## src/rtl/swap_seq_ctrl_pkg.sv

```systemverilog
// Shared definitions for the register-swap sequencer: FSM encoding, sizes, requester ids.
// Pure declarations; no timing or flow-control behaviour of its own.
package swap_seq_ctrl_pkg;

  localparam int NREG_DEF = 16;
  localparam int AW_DEF   = 4;

  localparam int REQ_CU  = 0;
  localparam int REQ_DMA = 1;

  typedef enum logic [2:0] {
    IDLE    = 3'd0,
    SAVE    = 3'd1,
    MOVE    = 3'd2,
    RESTORE = 3'd3,
    DONE    = 3'd4
  } state_t;

  function automatic logic [1:0] req_onehot(input logic idx);
    return idx ? 2'b10 : 2'b01;
  endfunction

endpackage

```

## src/rtl/swap_seq_ctrl_arb.sv

```systemverilog
// Two-way round-robin arbiter: the requester not granted last wins a tie.
// Combinational, zero latency; no backpressure (the caller samples it only in IDLE).
module rr_arb2
  import swap_seq_ctrl_pkg::*;
(
  input  logic [1:0] req,
  input  logic       last,
  output logic [1:0] gnt,
  output logic       gnt_idx
);

  always_comb begin
    gnt     = 2'b00;
    gnt_idx = 1'b0;
    unique case (req)
      2'b01: gnt_idx = 1'(REQ_CU);
      2'b10: gnt_idx = 1'(REQ_DMA);
      // tie: last == 1 means DMA went last, so CU wins
      2'b11: gnt_idx = last ? 1'(REQ_CU) : 1'(REQ_DMA);
      default: gnt_idx = 1'b0;
    endcase
    if (req != 2'b00)
      gnt = req_onehot(gnt_idx);
  end

endmodule

```

## src/rtl/swap_seq_ctrl.sv

```systemverilog
// Sequences a three-step A<->B register swap over the shared bus via the swap register.
// Fixed 4-cycle request-to-done latency (1 when A==B); en=0 stalls in place with strobes masked.
module swap_seq_ctrl
  import swap_seq_ctrl_pkg::*;
#(
  parameter int NREG = NREG_DEF,
  parameter int AW   = AW_DEF
) (
  input  logic            clk,
  input  logic            rst,
  input  logic            en,
  input  logic [1:0]      req,
  input  logic [AW-1:0]   a0_idx,
  input  logic [AW-1:0]   b0_idx,
  input  logic [AW-1:0]   a1_idx,
  input  logic [AW-1:0]   b1_idx,
  output logic [AW-1:0]   bus_sel,
  output logic            bus_tmp,
  output logic            swp2,
  output logic [NREG-1:0] ld_en,
  output logic [1:0]      gnt,
  output logic            busy,
  output logic            done
);

  state_t        state, state_nxt;
  logic          last_q, last_nxt;
  logic [AW-1:0] a_q, a_nxt;
  logic [AW-1:0] b_q, b_nxt;
  logic [1:0]    gnt_q, gnt_nxt;

  logic [1:0]    arb_gnt;
  logic          arb_idx;
  logic [AW-1:0] sel_a, sel_b;

  rr_arb2 u_arb (
    .req     (req),
    .last    (last_q),
    .gnt     (arb_gnt),
    .gnt_idx (arb_idx)
  );

  always_comb begin
    sel_a = arb_idx ? a1_idx : a0_idx;
    sel_b = arb_idx ? b1_idx : b0_idx;
  end

  always_ff @(posedge clk) begin
    if (rst) begin
      state  <= IDLE;
      last_q <= 1'b1;
      a_q    <= '0;
      b_q    <= '0;
      gnt_q  <= 2'b00;
    end else begin
      state  <= state_nxt;
      last_q <= last_nxt;
      a_q    <= a_nxt;
      b_q    <= b_nxt;
      gnt_q  <= gnt_nxt;
    end
  end

  // Requests are only looked at in IDLE, so anything that changes mid-operation is ignored.
  always_comb begin
    state_nxt = state;
    last_nxt  = last_q;
    a_nxt     = a_q;
    b_nxt     = b_q;
    gnt_nxt   = gnt_q;
    if (en) begin
      unique case (state)
        IDLE: begin
          if (req != 2'b00) begin
            gnt_nxt   = arb_gnt;
            last_nxt  = arb_idx;
            a_nxt     = sel_a;
            b_nxt     = sel_b;
            state_nxt = (sel_a == sel_b) ? DONE : SAVE;
          end
        end
        SAVE:    state_nxt = MOVE;
        MOVE:    state_nxt = RESTORE;
        RESTORE: state_nxt = DONE;
        DONE: begin
          state_nxt = IDLE;
          gnt_nxt   = 2'b00;
        end
        default: begin
          state_nxt = IDLE;
          gnt_nxt   = 2'b00;
        end
      endcase
    end
  end

  // Moore decode; load strobes and done are qualified by en so a stall never writes twice.
  always_comb begin
    bus_sel = '0;
    bus_tmp = 1'b0;
    swp2    = 1'b0;
    ld_en   = '0;
    gnt     = 2'b00;
    busy    = 1'b0;
    done    = 1'b0;
    if (!rst) begin
      gnt  = gnt_q;
      busy = (state != IDLE);
      unique case (state)
        IDLE: ;
        SAVE: begin
          bus_sel = a_q;
          swp2    = en;
        end
        MOVE: begin
          bus_sel    = b_q;
          ld_en[a_q] = en;
        end
        RESTORE: begin
          bus_tmp    = 1'b1;
          ld_en[b_q] = en;
        end
        DONE: done = en;
        default: ;
      endcase
    end
  end

  a_ld_onehot: assert property (@(posedge clk) disable iff (rst) $onehot0(ld_en));
  a_swp_excl:  assert property (@(posedge clk) disable iff (rst) !(swp2 && (ld_en != '0)));
  a_gnt_oh:    assert property (@(posedge clk) disable iff (rst) $onehot0(gnt));

endmodule

```

## config.mk

```make
export PLATFORM = sky130hd
export DESIGN_NAME = swap_seq_ctrl
export DESIGN_NICKNAME = d
export VERILOG_FILES = /design/src/rtl/swap_seq_ctrl_pkg.sv /design/src/rtl/swap_seq_ctrl_arb.sv /design/src/rtl/swap_seq_ctrl.sv
export SDC_FILE = /design/constraint.sdc
export NUM_CORES = 1
export LEC_CHECK = 0
export BUFFER_PORTS_ARGS = -buffer_cell sky130_fd_sc_hd__buf_2
export CAP_MARGIN = 15
export CORE_UTILIZATION = 49
export CTS_CLUSTER_SIZE = 30
export DETAILED_ROUTE_END_ITERATION = 8
export PLACE_DENSITY = 0.84
export SYNTH_ARGS = -nofsm -noshare
export SYNTH_HDL_FRONTEND = slang
export SYNTH_SLANG_ARGS = --single-unit
```

## constraint.sdc

```tcl
create_clock -name clk -period 1.8 [get_ports clk]
set_input_delay 0.18 -clock clk [delete_from_list [all_inputs] [get_ports clk]]
set_output_delay 0.18 -clock clk [all_outputs]
set_load 0.02 [all_outputs]
```

After elaboration in Yosys (flattened, before gate mapping)
Cells that the tools add are included.
{"block": "totals", "regBits": 14, "inputBits": 21, "output_inout_bits": 26, "elab_cells": 55}
{"block": "op_classes", "n_lt_le_gt_ge": 4, "eq_ne": 8, "n_mux": 26, "bitwise_logic": 3, "n_reduce_logical": 9}
{"op": "AND 16 bit", "n": 2}
{"op": "case mux 16 bit (2 select lines)", "n": 1}
{"op": "2-to-1 mux 16 bit", "n": 1}
{"op": "2-to-1 mux 4 bit", "n": 3}
{"op": "case mux 3 bit (4 select lines)", "n": 1}
{"op": "< comparator 4 x 5 -> 1 bit (second input constant)", "n": 2}
{"op": "2-to-1 mux 1 bit", "n": 10}
{"op": "demux 1 bit (select 4 bit)", "n": 2}
{"op": ">= comparator 4 x 1 -> 1 bit (second input constant)", "n": 2}
{"op": "case mux 4 bit (2 select lines)", "n": 1}
{"op": "equality test 3 x 2 -> 1 bit (second input constant)", "n": 2}
{"op": "2-to-1 mux 2 bit", "n": 3}
{"op": "2-to-1 mux 3 bit", "n": 2}
{"op": "AND reduction 3 bit", "n": 2}
{"op": "equality test 2 bit (second input constant)", "n": 2}
{"op": "equality test 4 bit", "n": 1}
{"op": "case mux 2 bit (2 select lines)", "n": 1}
{"op": "equality test 3 x 1 -> 1 bit (second input constant)", "n": 1}
{"op": "equality test 3 bit (second input constant)", "n": 1}
{"op": "zero test 3 bit", "n": 1}
{"op": "nonzero test 3 bit", "n": 1}
{"op": "OR reduction 3 bit", "n": 1}
{"op": "logical AND 1 bit", "n": 2}
{"op": "!= test 2 bit (second input constant)", "n": 1}
{"op": "other kinds (4)", "n": 4}

Depth between registers and ports, before layout
Gate-level depths: netlist of run 1.
{"block": "depth", "depth_word": 7, "mapped_depth": 5, "mapped_depth_nobuf": 4}

Cells and area by module
Synthesis of run 1 repeated with hierarchy kept, for this count alone.
{"block": "hier_totals", "cells_unflattened": 179, "hier_area_um2": 1345.0}
{"mod": "swap_seq_ctrl", "instances": 1, "cells_per_inst": 175, "area_per_inst_um2": 1318.8, "seq_area_each_um2": 280.3}
{"mod": "rr_arb2", "instances": 1, "cells_per_inst": 4, "area_per_inst_um2": 26.3, "seq_area_each_um2": 0.0}

Worst setup path after synthesis of run 1
No wires, ideal clock.
{"block": "synth_path", "path_kind": "register to output", "from": "register state[1]", "to": "output port bus_sel[1]", "t_arrival_ps": 1439, "required_ps": 1620, "slack_ps": 181, "stages_incl_launch_ff": 5, "path_buffers": 1, "path_cell_list": "dfxtp_1 > clkbuf_1 > nor2b_1 > a22oi_1 > nor3_1"}
{"block": "synth_between", "elab_chain_len": 3, "elab_cells_between_ends": 4, "classes_between": "2 x eq/ne; 2 x mux"}
{"element": "from (decl)", "line_no": "swap_seq_ctrl.sv:26", "text": "state_t state, state_nxt;"}
{"element": "from (signal assigned)", "line_no": "swap_seq_ctrl.sv:56", "text": "state <= state_nxt;"}
{"element": "equality test 3 x 2 -> 1 bit or equality test 3 x 1 -> 1 bit (tied branches)", "line_no": "swap_seq_ctrl.sv:109", "text": "unique case (state)"}
{"element": "case mux 4 bit (2 select lines) *", "line_no": "swap_seq_ctrl.sv:109"}
{"element": "2-to-1 mux 4 bit *", "line_no": "swap_seq_ctrl.sv:106", "text": "if (!rst) begin"}
{"element": "to (decl)", "line_no": "swap_seq_ctrl.sv:17", "text": "output logic [AW-1:0] bus_sel,"}
Mark *: on every way between the ends. The rest lies on a longest branch, timed or not.

Final worst setup path of run 1
{"block": "layout_path", "from": "register state[2]", "to": "output port ld_en[3]"}
{"block": "layout_between", "elab_chain_len": 3, "elab_cells_between_ends": 4, "classes_between": "2 x eq/ne; 2 x mux"}
{"element": "equality test 3 x 2 -> 1 bit", "line_no": "swap_seq_ctrl.sv:109"}
{"element": "case mux 16 bit (2 select lines) *", "line_no": "swap_seq_ctrl.sv:109"}
{"element": "2-to-1 mux 16 bit *", "line_no": "swap_seq_ctrl.sv:106"}
{"element": "to (decl)", "line_no": "swap_seq_ctrl.sv:20", "text": "output logic [NREG-1:0] ld_en,"}
Marks and branches as above.

==> metrics.md, run 1 <==
| Metric | Value |
|---|---|
| Async set-reset flop share out of synthesis | 0 |
| Maximum buffer depth of the clock tree | 2 |
| Core area | 0.00245 sq mm |
| Antenna violations before repair | 0 |
| Main synth FF type | sky130_fd_sc_hd__dfxtp_1 |
| Depth of the most critical reg-to-reg path | 4 |
| Top cell type by total area after synthesis | sky130_fd_sc_hd__dfxtp_1 |
| Iteration count of the initial detailed-routing pass | 4 |
| Nets in the synthesized netlist | 198 |
| Min Clock Period, post-route | 1.81 ns |
| Switch share | 0.371 |
| Number of setup violations in the final report | 1 |
| Clock Latency Late Sink | 0.28 ns |
| Depth of the worst hold-timing path | 3 |
| Clk pin slew, worst setup/hold paths | 0.09 ns |
| Top post-synthesis cells by area | sky130_fd_sc_hd__dfxtp_1 (22%), sky130_fd_sc_hd__nor2_1 (8.9%), sky130_fd_sc_hd__mux2i_1 (7.1%) |
| Clk sink count | 14 |
| Initial Util | 0.518 |
| Via count of the first global-routing pass | 1,233 |
| Num CTS Buffers | 3 |
| Flop pwr share | 0.404 |
| Full die area | 0.00280 sq mm |
| Weighted congestion at the end of routability-driven global placement | 0.948 |
| Worst Max-Slew Pin Slew | 0.493 ns |
| Cell-internal power | 0.625 mW |
| Met3 layer usage reported by global route | 0.0287 |
| Grt peak-use layer | met2 |
| Drt initial violations | 34 |
| Part of the cycle the worst path needs | 1.01 |
| Combinational Power Share | 0.369 |
| Proportion of layout cells with a drive suffix above 1 | 0.362 |
| Vias after detailed routing | 1,507 |
| RSZ-0062 raised after global routing | yes |
| Portion of total power attributed to the clock network | 0.227 |
| R2r startpoint | state[0] |
| Cell Rows | 18 |
| Number of warnings reported in the yosys synthesis log | 0 |
| Detail Placement HPWL | 2.64 mm |
| Largest voltage drop on the vdd net | 0.476 mV |
| Sequential cell area fraction in the yosys report | 0.220 |
| Synthesized area | 0.00127 sq mm |
| Overflow left after global routing | 0 |
| Clock tree from TritonCTS | yes |
| Per-cell routed wire length | 13.8 um |
| R2R Path End | b_q[1] |
| Aggregate negative setup slack | -0.00987 ns |
| Number of antenna diodes | 0 |
| First-pass GRT wire length | 5.46 mm |
| Worst EP arrival | 1.63 ns |
| Static Leakage | 0.703 nW |
| Area growth, synth to finish | 31.0% |
| CTS Hold Buffers Added | 0 |
| Maximum Capacitance Violations | 0 |
| Crit Path Max Fanout | 6 |
| Outcome | complete, but fails checks |
| Setup crit start kind | flip-flop |
| Minimum setup slack after placement | 0.186 ns |
| Worst slew slack as a fraction of its limit | 0.670 |
| Capture endpoint of the worst hold path | last_q |
| GR Layer Usage met1 | 0.339 |
| Switching power | 0.369 mW |
| Most frequent cells after synthesis | sky130_fd_sc_hd__nor2_1 (30), sky130_fd_sc_hd__dfxtp_1 (14), sky130_fd_sc_hd__a22oi_1 (12), sky130_fd_sc_hd__nand3_1 (11) |
| Ports | 47 |
| Total power per unit cell area | 597 mW/mm^2 |
| Final slew viol count | 0 |
| Worst reg2reg setup slack | 0.21 ns |
| Post-route insts no fill | 254 |
| Hold_sp | rst |
| GR Util met2 | 0.449 |
| Critical path type | flip-flop to output pin |
| Die outline width | 52.9 um |
| CP Data Required Time | 1.62 ns |
| Floorplan die height | 52.9 um |
| Failing checks | negative setup slack |
| Class of the tightest hold or removal check | input pin to flip-flop |
| Number of cells after detailed placement | 249 |
| Final Hold Fails | 0 |
| Mapped Avg Cell Area | 7.18 sq um |
| Number of nets in the final layout | 246 |
| Final WS setup | -0.00987 ns |
| Root Buffer Master | sky130_fd_sc_hd__clkbuf_4 |
| Max Fclk | 553 MHz |
| Largest net degree at the start of global routing | 22 |
| Post-layout instance area | 0.00167 sq mm |
| Most used standard cell by instance count after synthesis | sky130_fd_sc_hd__nor2_1 |
| Final setup skew | 0.00844 ns |
| Post-route worst hold slack | 0.236 ns |
| Residual DRC | 0 |
| Count of mapped cells out of synthesis | 177 |
| Vias per Instance | 5.93 |
| Crit end category | output pin |
| Maximum level of the CTS H-tree | 1 |
| Number of buffers added on ports | 46 |
| Standard cell area after detailed placement | 0.00155 sq mm |
| Overall track demand over capacity in global routing | 0.259 |
| Final routed wirelength across all metal layers | 3.52 mm |
| Post-synth EDFFs | 0 |
| Netlist cell types | 35 |
| Synth Register Bits | 14 |
| Area share of the largest cell type after synthesis | 0.220 |
| Number of antenna-violating nets in the routed design | 0 |
## power groups by stage
stage | Sequential (mW) | Clock (mW) | Combinational (mW)
after floorplan | 0.369 | 0 | 0.272
after global placement | 0.399 | 0 | 0.343
after detailed placement | 0.401 | 0 | 0.348
after CTS | 0.395 | 0.230 | 0.349
after global routing | 0.408 | 0.246 | 0.407
final | 0.401 | 0.226 | 0.367
## sequential cells by signal, summed over array words and instances, names as in the netlist
register and cells:
state 3, last_q 1, a_q 4, gnt_q 2, b_q 4
## final cells by class
| class | instances | area (sq um) |
|---|---|---|
| clock buffers | 4 | 36.3 |
| fillers | 240 | 790 |
| inverters | 7 | 30.0 |
| multi-input cells | 142 | 948 |
| flip-flops and latches | 14 | 290 |
| well taps | 30 | 37.5 |
| repair buffers | 57 | 323 |
## how the worst max path moves through the flow
stage / from / slack, ns / endpoint / cells past startpoint
CTS: state[0] / 0.003 / ld_en[4] / 5
finish: state[2] / -0.01 / ld_en[3] / 6
detailed placement: state[0] / 0.19 / b_q[1] / 4
global route: state[2] / -0.09 / ld_en[3] / 6
global placement: state[0] / 0.24 / ld_en[15] / 5
floorplan: state[1] / 0.18 / bus_sel[1] / 4
## cell usage in the layout (no fill, tap or decap), types with 2 or more instances in the layout
cell | Yosys | layout
sky130_fd_sc_hd__nand3_1 | 11 | 11
sky130_fd_sc_hd__clkbuf_4 | 0 | 3
sky130_fd_sc_hd__buf_4 | 0 | 15
sky130_fd_sc_hd__dfxtp_2 | 0 | 2
sky130_fd_sc_hd__nor3_1 | 9 | 7
sky130_fd_sc_hd__buf_2 | 3 | 42
sky130_fd_sc_hd__nor2b_2 | 0 | 3
sky130_fd_sc_hd__a22oi_2 | 0 | 2
sky130_fd_sc_hd__nand4_1 | 5 | 5
sky130_fd_sc_hd__and3_4 | 0 | 3
sky130_fd_sc_hd__inv_1 | 7 | 6
sky130_fd_sc_hd__and2_1 | 2 | 2
sky130_fd_sc_hd__nor3_2 | 0 | 2
sky130_fd_sc_hd__a22oi_1 | 12 | 10
sky130_fd_sc_hd__dfxtp_1 | 14 | 10
sky130_fd_sc_hd__nor4_1 | 4 | 4
sky130_fd_sc_hd__a211oi_1 | 8 | 8
sky130_fd_sc_hd__o21ai_0 | 5 | 5
sky130_fd_sc_hd__nor2b_1 | 8 | 5
sky130_fd_sc_hd__xor2_1 | 8 | 8
sky130_fd_sc_hd__a21oi_1 | 7 | 6
sky130_fd_sc_hd__nand2_1 | 3 | 3
sky130_fd_sc_hd__dfxtp_4 | 0 | 2
sky130_fd_sc_hd__mux2i_1 | 9 | 9
sky130_fd_sc_hd__a32oi_1 | 4 | 4
sky130_fd_sc_hd__nor2_1 | 30 | 30
## worst max-delay path, stage by stage (launching register included)
cell and delay, ns:
sky130_fd_sc_hd__dfxtp_2 0.38, sky130_fd_sc_hd__nand3b_1 0.27, sky130_fd_sc_hd__buf_4 0.16, sky130_fd_sc_hd__buf_4 0.10
sky130_fd_sc_hd__nand4_1 0.09, sky130_fd_sc_hd__a21oi_1 0.19, sky130_fd_sc_hd__buf_4 0.17
## timing repair
item,CTS,global route
buffers inserted,0,1
resized for setup,4,22
endpoints found under the setup margin,19,20
pin swaps,1,3
## cell families after synthesis
logic type             after synthesis  share of synthesized area
AND/OR/NAND/NOR                     84                      0.354
AO/OA/AOI/OAI                       41                      0.228
buffers and inverters               21                     0.0709
flip-flops                          14                      0.220
multiplexers                         9                     0.0709
XOR/XNOR                             8                     0.0551
## through the flow
stage	power, mW	util
2_1_floorplan	0.641	-
3_3_place_gp	0.742	0.631
3_5_place_dp	0.749	0.631
4_1_cts	0.974	0.648
5_1_grt	1.06	0.678
6_report	0.994	0.678
## layer usage
layer	vias up	routed length, um	share of wire
li1	749	-	-
met5	-	0	0
met1	695	1560	0.44
met3	4	219	0.062
met4	0	28	0.0080
met2	59	1710	0.49
(Power assumes the default switching activity.)
==> inputs of run 2 (changes only) <==
--- a/config.mk
+++ b/config.mk
@@ -7,10 +7,10 @@
 export LEC_CHECK = 0
 export BUFFER_PORTS_ARGS = -buffer_cell sky130_fd_sc_hd__buf_2
 export CAP_MARGIN = 15
-export CORE_UTILIZATION = 49
+export CORE_UTILIZATION = 44
 export CTS_CLUSTER_SIZE = 30
 export DETAILED_ROUTE_END_ITERATION = 8
-export PLACE_DENSITY = 0.84
+export PLACE_DENSITY = 0.8
 export SYNTH_ARGS = -nofsm -noshare
 export SYNTH_HDL_FRONTEND = slang
 export SYNTH_SLANG_ARGS = --single-unit
==> constraint.sdc (replaced) <==
create_clock -name clk -period 1.52 [get_ports clk]
set_input_delay 0.152 -clock clk [delete_from_list [all_inputs] [get_ports clk]]
set_output_delay 0.152 -clock clk [all_outputs]
set_load 0.02 [all_outputs]
==> run 2 against run 1 <==
Effect of this change: the flow still finishes with violations (negative setup slack); sequential share of layout area fell by 3.6 points; count of clock-buffer cells in the layout did not move; routed wire length rose by 27%; clock skew fell by 0.0029 ns; setup slack got worse by 0.21 ns; non-clock buffer count rose by 21; global-route usage rose by 0.15 points; critical endpoint is now ld_en[11].
==> metrics.md, run 2 (synthesis results as in run 1) <==
| Metric | Value |
|---|---|
| Outcome | complete, but fails checks |
| Failing checks | negative setup slack |
| Vias per Instance | 6.01 (+1.3%) |
| Antenna violations before repair | 0 (unchanged) |
| Total power per unit cell area | 667 mW/mm^2 (+12%) |
| Per-cell routed wire length | 16.2 um (+17%) |
| Largest registers in the final layout | a_q (4), b_q (4), state (3) |
| Class of the tightest hold or removal check | input pin to flip-flop |
| Iteration count of the initial detailed-routing pass | 5 (+1) |
| Final WS setup | -0.219 ns (-0.210 ns) |
| Number of antenna diodes | 0 (unchanged) |
| Cell Rows | 19 (+1) |
| Full die area | 0.00311 sq mm (+11%) |
| Overflow left after global routing | 0 (unchanged) |
| Portion of total power attributed to the clock network | 0.196 (-0.031) |
| Ports | 47 (unchanged) |
| Final routed wirelength across all metal layers | 4.46 mm (+27%) |
| Maximum level of the CTS H-tree | 1 (unchanged) |
| Overall track demand over capacity in global routing | 0.261 (+0.00153) |
| Clk sink count | 14 (unchanged) |
| Min Clock Period, post-route | 1.74 ns |
| Worst Max-Slew Pin Slew | 0.462 ns (-0.0304 ns) |
| Clk pin slew, worst setup/hold paths | 0.09 ns (about the same) |
| Final total power | 1.41 mW (+41%) |
| Part of the cycle the worst path needs | 1.14 |
| Vias after detailed routing | 1,659 (+10%) |
| Final setup skew | 0.00554 ns (-0.00290 ns) |
| Number of nets in the final layout | 267 (+8.5%) |
| Critical path type | flip-flop to output pin |
| Number of buffers added on ports | 46 (unchanged) |
| Flop pwr share | 0.340 (-0.064) |
| Sequential cell area | 293 sq um (+0.86%) |
| Detail Placement HPWL | 2.77 mm (+5.2%) |
| Crit Path Max Fanout | 6 (unchanged) |
| Largest net degree at the start of global routing | 16 (-27%) |
| Cell-internal power | 0.861 mW (+38%) |
| Clock tree from TritonCTS | yes |
| Number of cells after detailed placement | 266 (+6.8%) |
| Num CTS Buffers | 3 (unchanged) |
| Max Fclk | 575 MHz |
| Final Hold Fails | 0 (unchanged) |
| Most common cell after layout, fill and taps aside | sky130_fd_sc_hd__buf_4 |
| Clock Latency Late Sink | 0.29 ns (about the same) |
| Worst EP arrival | 1.59 ns (-0.04 ns) |
| Switching power | 0.545 mW (+48%) |
| Proportion of layout cells with a drive suffix above 1 | 0.596 (+0.234) |
| Crit end category | output pin |
| Area growth, synth to finish | 65.9% |
| RSZ-0062 raised after global routing | yes |
| Residual DRC | 0 (unchanged) |
| Setup crit start kind | flip-flop |
| Weighted congestion at the end of routability-driven global placement | 0.914 (-3.6%) |
| First-pass GRT wire length | 6.48 mm (+19%) |
| Maximum Capacitance Violations | 0 (unchanged) |
| Count of fill cells added during filler insertion | 190 (-21%) |
| Minimum setup slack after placement | 0.00961 ns (-0.176 ns) |
| Switch share | 0.388 (+0.0168) |
| Floorplan die height | 55.8 um (+5.3%) |
| Core area | 0.00276 sq mm (+12%) |
| Multi-input logic area | 0.00113 sq mm (+20%) |
| Post-layout instance area | 0.00211 sq mm (+27%) |
| Maximum buffer depth of the clock tree | 2 (unchanged) |
| Root Buffer Master | sky130_fd_sc_hd__clkbuf_4 |
| Standard cell area after detailed placement | 0.00169 sq mm (+9.1%) |
| Worst slew slack as a fraction of its limit | 0.689 (+0.0187) |
| Number of setup violations in the final report | 27 (+26) |
| Initial Util | 0.461 (-0.0569) |
| Post-route insts no fill | 276 (+8.7%) |
| Static Leakage | 0.851 nW (+21%) |
| Largest voltage drop on the vdd net | 0.688 mV (+45%) |
| Via count of the first global-routing pass | 1,419 (+15%) |
| Drt initial violations | 123 (+260%) |
| CP Data Required Time | 1.37 ns (-0.25 ns) |
| Final slew viol count | 0 (unchanged) |
| Combinational Power Share | 0.464 (+0.095) |
| Aggregate negative setup slack | -3.67 ns (-3.66 ns) |
| Die outline width | 55.8 um (+5.3%) |
| Most frequent cells in the layout | sky130_fd_sc_hd__buf_4 (41), sky130_fd_sc_hd__buf_2 (25), sky130_fd_sc_hd__nor2_1 (19) |
| Number of antenna-violating nets in the routed design | 0 (unchanged) |
## run 2: cell types whose count changed in the layout (fill, tap and decap cells not counted), sizes merged
cell	before	now
buf	57	78
clkinvlp	1	0
inv	6	7
## run 2: routing by layer
metal	track usage	up-vias	wire, um
met5	0	-	0
met4	0.146	0	114
met3	0.0256	10	247
met2	0.418	84	2260
met1	0.341	777	1840
li1	-	788	-
## run 2: what timing repair did
item                                    CTS  global route
setup buffers                             2             4
gates resized for setup                  43            58
gates cloned                              1             0
endpoints found under the setup margin   29            32
hold buffers                              0             0
pin swaps                                11            21
## run 2: final cells by class
cell class / count / share of cell area
flip-flops and latches: 14 / 0.139
multi-input cells: 142 / 0.538
inverters: 7 / 0.0125
repair buffers: 78 / 0.275
clock buffers: 4 / 0.0172
well taps: 31 / 0.0184
## run 2: power groups by stage
stage               logic [mW]  registers, mW  clock network, mW
global placement         0.468          0.465                  0
CTS                      0.527          0.464              0.275
detailed placement       0.479          0.467                  0
floorplan                0.325          0.437                  0
finish                   0.653          0.478              0.275
global route             0.693          0.486              0.289
## run 2: path summary, 6_finish.rpt
check	startpoint	endpoint	slack, ns	cells after the start
worst max register to register	state[0]	b_q[1]	-0.04	5
worst min-delay path	req[1]	last_q	0.19	3
worst min register to register	gnt_q[0]	gnt_q[0]	0.47	2
worst max-delay path	state[2]	ld_en[11]	-0.22	6
## run 2: critical path: stages, from the launching register on
cell,delay [ns]
sky130_fd_sc_hd__dfxtp_4,0.37
sky130_fd_sc_hd__and3b_2,0.31
sky130_fd_sc_hd__buf_6,0.12
sky130_fd_sc_hd__and2_4,0.14
sky130_fd_sc_hd__nand3_2,0.08
sky130_fd_sc_hd__a21oi_2,0.14
sky130_fd_sc_hd__buf_4,0.14
## run 2: through the flow
| step | utilization | hold WS (ns) |
|---|---|---|
| 5_1_grt | 0.765 | 0.218 |
| 6_report | 0.765 | 0.193 |
| 4_1_cts | 0.683 | 0.213 |
| 3_5_place_dp | 0.613 | 0.461 |
| 3_3_place_gp | 0.613 | 0.458 |
| 2_1_floorplan | - | 0.329 |
==> inputs of run 3 (changes only) <==
--- a/config.mk
+++ b/config.mk
@@ -5,12 +5,13 @@
 export SDC_FILE = /design/constraint.sdc
 export NUM_CORES = 1
 export LEC_CHECK = 0
+export ABC_AREA = 1
 export BUFFER_PORTS_ARGS = -buffer_cell sky130_fd_sc_hd__buf_2
 export CAP_MARGIN = 15
-export CORE_UTILIZATION = 44
+export CORE_UTILIZATION = 46
 export CTS_CLUSTER_SIZE = 30
 export DETAILED_ROUTE_END_ITERATION = 8
-export PLACE_DENSITY = 0.8
+export PLACE_DENSITY = 0.82
 export SYNTH_ARGS = -nofsm -noshare
 export SYNTH_HDL_FRONTEND = slang
 export SYNTH_SLANG_ARGS = --single-unit
==> run 3 against run 2 <==
Effect of this change: the flow finishes with violations (design-rule violations, negative setup slack); sequential cell count unchanged; first-iteration DRC count up 11%; sequential share of layout area up 0.069 points; clock power about the same.
==> metrics.md, run 3 <==
| Metric | Value |
|---|---|
| Outcome | complete, but fails checks |
| Worst setup path startpoint | state[2] |
| Hold_sp | en |
| Nets in the synthesized netlist | 265 (+34%) |
| Core area | 0.00285 sq mm (+3.4%) |
| Depth of the worst hold-timing path | 4 (+1) |
| Failing checks | design-rule violations, negative setup slack |
| Critical path type | flip-flop to output pin |
| Crit end category | output pin |
| Worst path max stage delay | 0.34 ns (-0.03 ns) |
| Number of warnings reported in the yosys synthesis log | 0 (unchanged) |
| Per-cell routed wire length | 12.9 um (-20%) |
| Full die area | 0.00332 sq mm (+6.7%) |
| Cell breakdown of the critical path | inv_4 > nand2_4 > nor2_4 > clkinv_4 > buf_8 > a32oi_2 > nor2_1 > buf_4 |
| First-pass GRT wire length | 6.52 mm (+0.63%) |
| Post-synth EDFFs | 0 (unchanged) |
| Count of mapped cells out of synthesis | 244 (+38%) |
| Main synth FF type | sky130_fd_sc_hd__dfxtp_1 |
| Weighted congestion at the end of routability-driven global placement | 0.943 (+3.1%) |
| Async set-reset flop share out of synthesis | 0 (unchanged) |
| CP Data Required Time | 1.37 ns (about the same) |
| Root Buffer Master | sky130_fd_sc_hd__clkbuf_4 |
| Area growth, synth to finish | 45.2% |
| Capture endpoint of the worst hold path | state[2] |
| Final setup skew | 0.00195 ns (-0.00359 ns) |
| Top cell type by total area after synthesis | sky130_fd_sc_hd__dfxtp_1 |
| Part of the cycle the worst path needs | 1.17 (+0.0255) |
| Post-layout instance area | 0.00206 sq mm (-2.2%) |
| Largest registers in the final layout | a_q (4), b_q (4), state (3) |
| Overflow left after global routing | 0 (unchanged) |
| Via count of the first global-routing pass | 1,562 (+10%) |
| Antenna violations before repair | 0 (unchanged) |
| Max Fclk | 562 MHz (-2.2%) |
| Cell family with most CP delay | buffers and inverters |
| Mapped Avg Cell Area | 5.83 sq um (-19%) |
| Residual DRC | 6 (+6) |
| Final Hold Fails | 0 (unchanged) |
| Number of setup violations in the final report | 23 (-15%) |
| Final WS setup | -0.258 ns (-0.0388 ns) |
| Min Clock Period, post-route | 1.78 ns (+0.0388 ns) |
| Maximum buffer depth of the clock tree | 2 (unchanged) |
| Most frequent cells after synthesis | sky130_fd_sc_hd__nand2_1 (61), sky130_fd_sc_hd__nor2_1 (38), sky130_fd_sc_hd__inv_1 (33), sky130_fd_sc_hd__nand3_1 (17) |
| R2r startpoint | state[0] |
| Crit Path Max Fanout | 12 (+6) |
| Largest voltage drop on the vdd net | 0.395 mV (-43%) |
| Vias per Instance | 5.50 (-8.5%) |
| Final slew viol count | 0 (unchanged) |
| Class of the tightest hold or removal check | input pin to flip-flop |
| Depth of the most critical reg-to-reg path | 6 (+1) |
| Cell Rows | 19 (unchanged) |
| Most used standard cell by instance count after synthesis | sky130_fd_sc_hd__nand2_1 |
| Worst Max-Slew Pin Slew | 0.397 ns (-0.0652 ns) |
| Worst slew slack as a fraction of its limit | 0.734 (+0.0453) |
| Clk pin slew, worst setup/hold paths | 0.09 ns (about the same) |
| Netlist cell types | 27 (-23%) |
| Num CTS Buffers | 3 (unchanged) |
| Static Leakage | 1.04 nW (+22%) |
| Setup crit start kind | flip-flop |
| Overall track demand over capacity in global routing | 0.249 (-0.0112) |
| Worst reg2reg setup slack | -0.01 ns (+0.03 ns) |
| Largest net degree at the start of global routing | 18 (+2) |
| Number of nets in the final layout | 335 (+25%) |
| Final routed wirelength across all metal layers | 4.44 mm (-0.36%) |
| Ports | 47 (unchanged) |
| Standard cell area after detailed placement | 0.00171 sq mm (+1.0%) |
| Most common cell after layout, fill and taps aside | sky130_fd_sc_hd__nand2_1 |
| Proportion of layout cells with a drive suffix above 1 | 0.383 (-0.213) |
| Worst EP arrival | 1.63 ns (+0.04 ns) |
| Sequential cell area fraction in the yosys report | 0.197 (-0.0233) |
| Iteration count of the initial detailed-routing pass | 6 (+1) |
| Top post-synthesis cells by area | sky130_fd_sc_hd__dfxtp_1 (20%), sky130_fd_sc_hd__nand2_1 (16%), sky130_fd_sc_hd__nor2_1 (10%) |
| Maximum Capacitance Violations | 0 (unchanged) |
| R2R Path End | a_q[0] |
| Number of antenna diodes | 0 (unchanged) |
| RSZ-0062 raised after global routing | yes |
| Final total power | 1.30 mW (-7.9%) |
| Vias after detailed routing | 1,892 (+14%) |
| Synth Register Bits | 14 (unchanged) |
| Area share of the largest cell type after synthesis | 0.197 (-0.0233) |
| Maximum level of the CTS H-tree | 1 (unchanged) |
| Most frequent cells in the layout | sky130_fd_sc_hd__nand2_1 (58), sky130_fd_sc_hd__buf_2 (40), sky130_fd_sc_hd__nor2_1 (34) |
| Die outline width | 57.6 um (+3.3%) |
| Synthesized area | 0.00142 sq mm (+12%) |
| Clock tree from TritonCTS | yes |
| Drt initial violations | 136 (+11%) |
| Clk sink count | 14 (unchanged) |
| Detail Placement HPWL | 2.90 mm (+4.4%) |
| Master of the slowest instance on the critical path | sky130_fd_sc_hd__dfxtp_2 |
| Number of antenna-violating nets in the routed design | 0 (unchanged) |
| Buffers and inverters on the worst path | 4 (+2) |
| Total power per unit cell area | 628 mW/mm^2 (-5.8%) |
| Initial Util | 0.498 (+0.0373) |
| Number of buffers added on ports | 46 (unchanged) |
| Floorplan die height | 57.6 um (+3.3%) |
| Clock Latency Late Sink | 0.28 ns (about the same) |
==> run 3: cell types whose count changed in the layout (fill, tap and decap cells not counted), sizes merged, moves of 6 or more <==
cell and delta:
a211oi -8, inv +29, nand2 +67, a22oi -12
nand3 +6, buf -6, mux2i -9, a21oi +8
nor2b -8, nor2 +10, nand3b +6, a32oi +10
xor2 -8
==> run 3: report_power, final <==
part | leakage [nW] | switching, mW | internal, mW
Clock | 0.0210 | 0.129 | 0.146
Combinational | 0.905 | 0.354 | 0.210
Sequential | 0.117 | 0.0492 | 0.407
==> run 3: cells by family (layout without fill, tap and decap cells) <==
logic type / after synthesis / in the layout / synth area share
AO/OA/AOI/OAI: 42 / 42 / 0.194
AND/OR/NAND/NOR: 142 / 144 / 0.463
buffers and inverters: 46 / 113 / 0.146
flip-flops: 14 / 14 / 0.197
==> run 3: cell type report <==
class | count | area (sq um)
Sequential cell | 14 | 288
Fill cell | 228 | 790
Timing Repair Buffer | 72 | 467
Tap cell | 31 | 38.8
Multi-Input combinational cell | 186 | 1090
Inverter | 37 | 146
Clock buffer | 4 | 36.3
==> run 3: worst max-delay path by stage <==
stage               slack (ns)  depth (start not counted)         to
finish                   -0.26                          8  ld_en[14]
CTS                      -0.17                          8  ld_en[14]
floorplan                0.007                          7  ld_en[12]
global placement          0.07                          8   ld_en[4]
detailed placement        0.01                          8   ld_en[4]
global route             -0.35                          9  ld_en[15]
==> run 3: metrics by stage <==
step / hold WS, ns / utilization / setup slack [ns] / std cells / TNS [ns]
3_5_place_dp: 0.468 / 0.599 / 0.0127 / 323 / 0
3_3_place_gp: 0.459 / 0.599 / 0.0682 / 323 / 0
2_1_floorplan: 0.214 / - / 0.00738 / 244 / 0
4_1_cts: 0.195 / 0.652 / -0.165 / 333 / -2.38
5_1_grt: 0.227 / 0.723 / -0.349 / 344 / -6.36
6_report: 0.214 / 0.723 / -0.258 / 344 / -4.04
==> run 3: worst reg2reg max path: cells and delay by family (launching register included) <==
family                 cells  cell delay (ns)
flip-flops                 1             0.35
AO/OA/AOI/OAI              2             0.26
buffers and inverters      2             0.21
AND/OR/NAND/NOR            2             0.61
==> run 3: per-layer routing <==
metal / wire length, um / share of wire / GRT usage
met2: 2200 / 0.50 / 0.419
met4: 99 / 0.022 / 0.115
met3: 327 / 0.074 / 0.0476
met5: 0 / 0 / 0
met1: 1810 / 0.41 / 0.307
==> run 3: timing repair <==
item	in CTS	in global routing
gates resized for setup	19	29
setup buffers	6	8
gates cloned	0	3
pin swaps	3	8
hold buffers	0	0
setup endpoints to repair	21	31
